File: src/rtl/byte_striping_pkg.sv
// Constants and selector encoding shared by the striping stage, the unstriping stage and benches.
package byte_striping_pkg;
  localparam int STRIPE_DATA_W = 32;
  localparam int STRIPE_CNT_W  = 8;
  localparam int NUM_LANES     = 2;

  typedef enum logic {
    SEL0 = 1'b0,
    SEL1 = 1'b1
  } sel_e;
endpackage

File: src/rtl/stripe_lane_reg.sv
// One output lane: data, valid and a word counter, updated only when this lane is loaded.
// One-cycle latency; valid drops on any cycle without a load. No backpressure.
module stripe_lane_reg
  import byte_striping_pkg::*;
#(
  parameter int DATA_W = STRIPE_DATA_W,
  parameter int CNT_W  = STRIPE_CNT_W
) (
  input  logic              clk,
  input  logic              reset,
  input  logic              load,
  input  logic [DATA_W-1:0] data_in,
  output logic [DATA_W-1:0] lane,
  output logic              vld,
  output logic [CNT_W-1:0]  count
);

  logic [DATA_W-1:0] data_q, data_d;
  logic              vld_q, vld_d;
  logic [CNT_W-1:0]  cnt_q, cnt_d;

  // data_in is only looked at under load, so an X on an idle cycle never reaches data_q.
  always_comb begin
    data_d = data_q;
    vld_d  = 1'b0;
    cnt_d  = cnt_q;
    if (load) begin
      data_d = data_in;
      vld_d  = 1'b1;
      cnt_d  = cnt_q + CNT_W'(1);
    end
  end

  always_ff @(posedge clk or negedge reset) begin
    if (!reset) begin
      data_q <= '0;
      vld_q  <= 1'b0;
      cnt_q  <= '0;
    end else begin
      data_q <= data_d;
      vld_q  <= vld_d;
      cnt_q  <= cnt_d;
    end
  end

  assign lane  = data_q;
  assign vld   = vld_q;
  assign count = cnt_q;

endmodule

File: src/rtl/byte_striping.sv
// Alternates consecutive valid input words onto lane 0 / lane 1, one-cycle registered latency.
// No backpressure: every valid input cycle is accepted and must be consumed downstream.
module byte_striping
  import byte_striping_pkg::*;
#(
  parameter int DATA_W = STRIPE_DATA_W,
  parameter int CNT_W  = STRIPE_CNT_W
) (
  input  logic              clk,
  input  logic              reset,
  input  logic [DATA_W-1:0] data_in,
  input  logic              valid_in,
  output logic [DATA_W-1:0] lane_0,
  output logic              valid_0,
  output logic [DATA_W-1:0] lane_1,
  output logic              valid_1,
  output logic [CNT_W-1:0]  count_0,
  output logic [CNT_W-1:0]  count_1,
  output logic              next_lane
);

  sel_e state_q, state_d;
  logic load_0, load_1;

  // Idle cycles hold the selector, so an odd burst leaves the next word on lane 1.
  always_comb begin
    state_d = state_q;
    if (valid_in) begin
      state_d = (state_q == SEL0) ? SEL1 : SEL0;
    end
  end

  always_ff @(posedge clk or negedge reset) begin
    if (!reset) begin
      state_q <= SEL0;
    end else begin
      state_q <= state_d;
    end
  end

  assign load_0    = valid_in && (state_q == SEL0);
  assign load_1    = valid_in && (state_q == SEL1);
  assign next_lane = state_q;

  stripe_lane_reg #(.DATA_W(DATA_W), .CNT_W(CNT_W)) u_lane_0 (
    .clk     (clk),
    .reset   (reset),
    .load    (load_0),
    .data_in (data_in),
    .lane    (lane_0),
    .vld     (valid_0),
    .count   (count_0)
  );

  stripe_lane_reg #(.DATA_W(DATA_W), .CNT_W(CNT_W)) u_lane_1 (
    .clk     (clk),
    .reset   (reset),
    .load    (load_1),
    .data_in (data_in),
    .lane    (lane_1),
    .vld     (valid_1),
    .count   (count_1)
  );

endmodule

File: config.mk
export PLATFORM = sky130hd
export DESIGN_NAME = byte_striping
export DESIGN_NICKNAME = d
export VERILOG_FILES = /design/src/rtl/byte_striping_pkg.sv /design/src/rtl/stripe_lane_reg.sv /design/src/rtl/byte_striping.sv
export SDC_FILE = /design/constraint.sdc
export NUM_CORES = 1
export LEC_CHECK = 0
export BUFFER_PORTS_ARGS = -buffer_cell sky130_fd_sc_hd__buf_2
export CAP_MARGIN = 5
export CORE_ASPECT_RATIO = 0.9
export CORE_MARGIN = 10
export CORE_UTILIZATION = 45
export CTS_CLUSTER_SIZE = 10
export DETAILED_ROUTE_END_ITERATION = 6
export PLACE_DENSITY = 0.74
export SETUP_SLACK_MARGIN = 0.1
export SLEW_MARGIN = 20
export SYNTH_ARGS = -nofsm -noshare
export SYNTH_HDL_FRONTEND = slang
export SYNTH_SLANG_ARGS = --single-unit
File: constraint.sdc
create_clock -name clk -period 3.61 [get_ports clk]
set_clock_uncertainty 0.15 [all_clocks]
set_input_delay 1.083 -clock clk [delete_from_list [all_inputs] [get_ports clk]]
set_output_delay 1.083 -clock clk [all_outputs]
set_load 0.01 [all_outputs]
* After elaboration in Yosys (flattened, before gate mapping)
Cells that the tools add are included.
W data, S select, Z words.
** Storage, ports and cells
- Register bits after elaboration :: 83
- Output and inout bits :: 83
- Bits of input ports :: 35
- Logic and storage cells :: 15
** Operators by class
- Bitwise gates (word level) :: 1
- $add $sub $neg :: 2
- Multiplexer cells :: 3
- Reduce and logical (&&, ||, !) cells :: 2
** Operators with widths (number)
- $add A8 B1 Y8 const B :: 2
- $mux W1 :: 3
- $logic_and A1 B1 Y1 :: 2
- $not A1 Y1 :: 1

* Logic depth before layout (Yosys ltp)
- Depth in word-level cells :: 3
- Gate-level depth with buffers :: 5
- Gate-level depth less buffers :: 4

* By module
From an unflattened synthesis, not the netlist that was laid out.
** Second synthesis, totals
- Cell total of the unflattened synthesis :: 194
- Area, all modules :: 3320.7 µm²
** By module, submodules not included
- stripe_lane_reg :: area an instance 1635.3 µm², cells each 95, sequential area each 1026.0 µm², times used 2
- byte_striping :: area an instance 50.0 µm², cells each 4, sequential area each 25.0 µm², times used 1

* Least setup slack after synthesis
OpenSTA, ideal clock, no wires.
- Path kind :: input -> register
- Start point :: in valid_in
- End point :: reg u_lane_0.data_q[0] (netlist: u_lane_0.lane[0])
- Data arrival time :: 1857 ps
- Path buffers :: 2
- Slack :: 1479 ps
- Cell stages on the path :: 4
- Required time :: 3335 ps
- Library setup time :: 125 ps
- Path through :: nor2b_1 > buf_4 > buf_4 > mux2_2
** On the way
- Word-level cells in the longest chain between the ends :: 1
** Ends and longest elaborated chain
- start: declaration :: line byte_striping.sv:12 : input logic valid_in,
- $logic_and A1 B1 Y1 :: line byte_striping.sv:41 : assign load_0 = valid_in && (state_q == SEL0);
- end signal: assignment :: line stripe_lane_reg.sv:40 : data_q <= data_d;
- end: declaration :: line stripe_lane_reg.sv:18 : logic [DATA_W-1:0] data_q, data_d;
No other way between the ends.
A chain may end at the register's enable or synchronous reset.

* Worst setup path in the final report
- Start point :: in valid_in
- End point :: reg u_lane_0.data_q[6] (netlist: u_lane_0.lane[6])
The elaborated chain is that of the path after synthesis.

==> flow_summary.yaml <==
yosys:
  yosys.area.top_type_share_pct: 66.1
  netlist_instances: 193
  synth-seq-cells: 83
  synth.distinct_cells: 19
  async_flop_share_pct: 100
  synth_edf_count: 0
  yosysTopAreaCell: "dfrtp_1"
  synth_area_um2: 3140
  yosysSeqAreaShare_pct: 66.1
  synth_area_leaders: "dfrtp_1 66%, mux2_2 24%, xnor2_1 3.6%"
  yosysMostFrequentCell: "dfrtp_1"
  syn-num-nets: 230
  synthFlopType: "dfrtp_1"
  synth_common_cells: "83 x dfrtp_1, 66 x mux2_2, 13 x xnor2_1"
  syn_avg_cell_area_um2: 16.3
  yosysWarnings: 0
die:
  core_um2: 6690
  initial_core_util_pct: 47.0
  die_w_um: 108
  top_level_ports: 118
  rows: 28
  design.die.area_um2: 10700
  die-height_um: 99.3
cts:
  cts_made_buffers: 9
  cts_tree: "done"
  cts-resized-gates: 0
  clkTransAtPathRegs_ns: 0.08
  clk_latency_ns: 0.34
  cts_htree_levels: 3
  post_cts_buffers: 0
  cts-root-buf: "clkbuf_8"
  hold_buffers: 0
  cts_buffer_depth: 2
  clkSinkCount: 83
setup_path:
  crit_type: "in -> reg"
  worstReg2RegStart: "next_lane"
  cp.arrival_ns: 2.38
  endpoint_kind: "register"
  crit_path_start_kind: "primary input"
  crit_path_max_fanout: 21
  startpoint: "valid_in"
  crit_required_ns: 3.69
drt:
  drt_iter0_drc: 47
  drc: 0
  ant_nets: 0
  first_pass_iters: 4
  via_per_inst: 4.90
  vias: 2019
  wire_per_inst_um: 17.0
  wirelength_um: 7010
finish:
  multi_input_area_um2: 1010
  filler_cell_count: 548
  final-seq-area_um2: 2080
  syn2layout_area_growth_pct: 29.0
  n_antenna_cell: 0
  nNetsFinal: 354
  drive_above_1_share_pct: 63.0
place:
  dp_slack_ns: 0.885
  port_buffers: 117
  place_congestion: 0.702
  place_hpwl_um: 5350
pwr:
  swShare_pct: 33.3
  p_int_mw: 2.53
  p_clk_share_pct: 19.6
  ir_drop_mv: 0.469
  power_density_nw_per_um2: 935
  p_leak_nw: 1.95
  p_comb_share_pct: 37.2
  power.share.sequential_pct: 43.3
  p_switching_mw: 1.26
hold_path:
  min_path_type: "reg -> reg"
  hold_start: "u_lane_1.count[7]"
sta:
  rsz0062_at_grt: "no"
  maxClockFrequency_mhz: 435
  tightest_slew_ns: 0.725
  fin_crit_sh_pct: 63.6
  finalCriticalPeriod_ns: 2.30
  finalHoldViolCount: 0
  report.final.slew_viol_count: 0
  layout_setup_ws_ns: 1.31
  setup_viol: 0
  tns_ns: 0
  hold_ws_ns: 0.316
  relSlewSlack_pct: 51.7
global_routing:
  track_usage_pct: 13.6
  grt_pass1_wl_um: 11600
  grt_pass1_vias: 2267
  grt_max_degree: 84
  antenna_found_initial: 0
  overflow: 0
flow_run:
  cap_violations: 0
outcome:
  status: "finished clean"
## critical path: stages
cell     delay, ns
buf_2         0.13
nor2b_4       0.51
buf_4         0.28
mux2_2        0.35
## flip-flops by register name, summed over array words and instances, names as in the netlist
name            count
u_lane_1.lane      32
u_lane_0.lane      32
u_lane_0.vld        1
u_lane_1.vld        1
u_lane_1.count      8
u_lane_0.count      8
next_lane           1
## cells by family after synthesis
logic type,Yosys count,share of synthesized area [%]
multiplexers,66,23.6
flip-flops,83,66.1
AND/OR/NAND/NOR,18,3.42
buffers and inverters,9,1.87
XOR/XNOR,15,4.18
adder cells (fa/ha/maj),2,0.796
## worst paths after layout
| kind | end | slack, ns | cells past startpoint |
|---|---|---|---|
| setup / recovery | u_lane_0.lane[6] | 1.31 | 4 |
| hold / removal | u_lane_1.count[7] | 0.32 | 1 |
| setup reg to reg | u_lane_1.lane[21] | 1.66 | 3 |
| hold reg to reg | u_lane_1.count[7] | 0.32 | 1 |
| max in group asynchronous | u_lane_1.lane[23] | 2.20 | 1 |
| min in group asynchronous | u_lane_1.lane[19] | 0.63 | 1 |
## final cells by class
type,instances,share of cell area (%)
Timing Repair Buffer,120,15.2
Clock buffer,12,3.83
Inverter,2,0.185
Clock inverter,4,1.79
Tap cell,90,2.78
Sequential cell,83,51.2
Multi-Input combinational cell,101,25.0
## stage by stage
stage	power, mW	utilization (%)	instance area [um^2]	instances
floorplan	2.44	-	3140	193
global placement	3.05	57.1	3820	396
detailed placement	3.11	57.1	3820	396
CTS	3.87	60.5	4050	412
global route	4.06	60.6	4050	412
finish	3.79	60.6	4050	412
## layout by cell type (no fill, tap or decap), drive strengths merged
cell type,count
mux2,66
clkinv,1
dfrtp,83
clkinvlp,1
bufinv,2
or3b,1
buf,120
nor2b,1
nand2,4
ha,2
inv,2
and4,1
xor2,2
nor2,1
and3,1
nand4,7
and4b,1
nand3,1
clkbuf,12
xnor2,13
## power groups by stage
stage          clock network [mW]  logic, mW  registers (mW)
3_3_place_gp                    0       1.42            1.64
4_1_cts                     0.772       1.45            1.64
2_1_floorplan                   0      0.580            1.85
6_report                    0.742       1.41            1.64
3_5_place_dp                    0       1.45            1.66
5_1_grt                     0.801       1.56            1.71
## routing by layer
metal,vias up,track usage [%],wire [um]
met1,1006,15.2,2820
met4,0,3.59,64
met3,7,8.65,807
met2,81,21.2,3320
met5,-,0,0
li1,925,-,-
(Power assumes the default switching activity.)
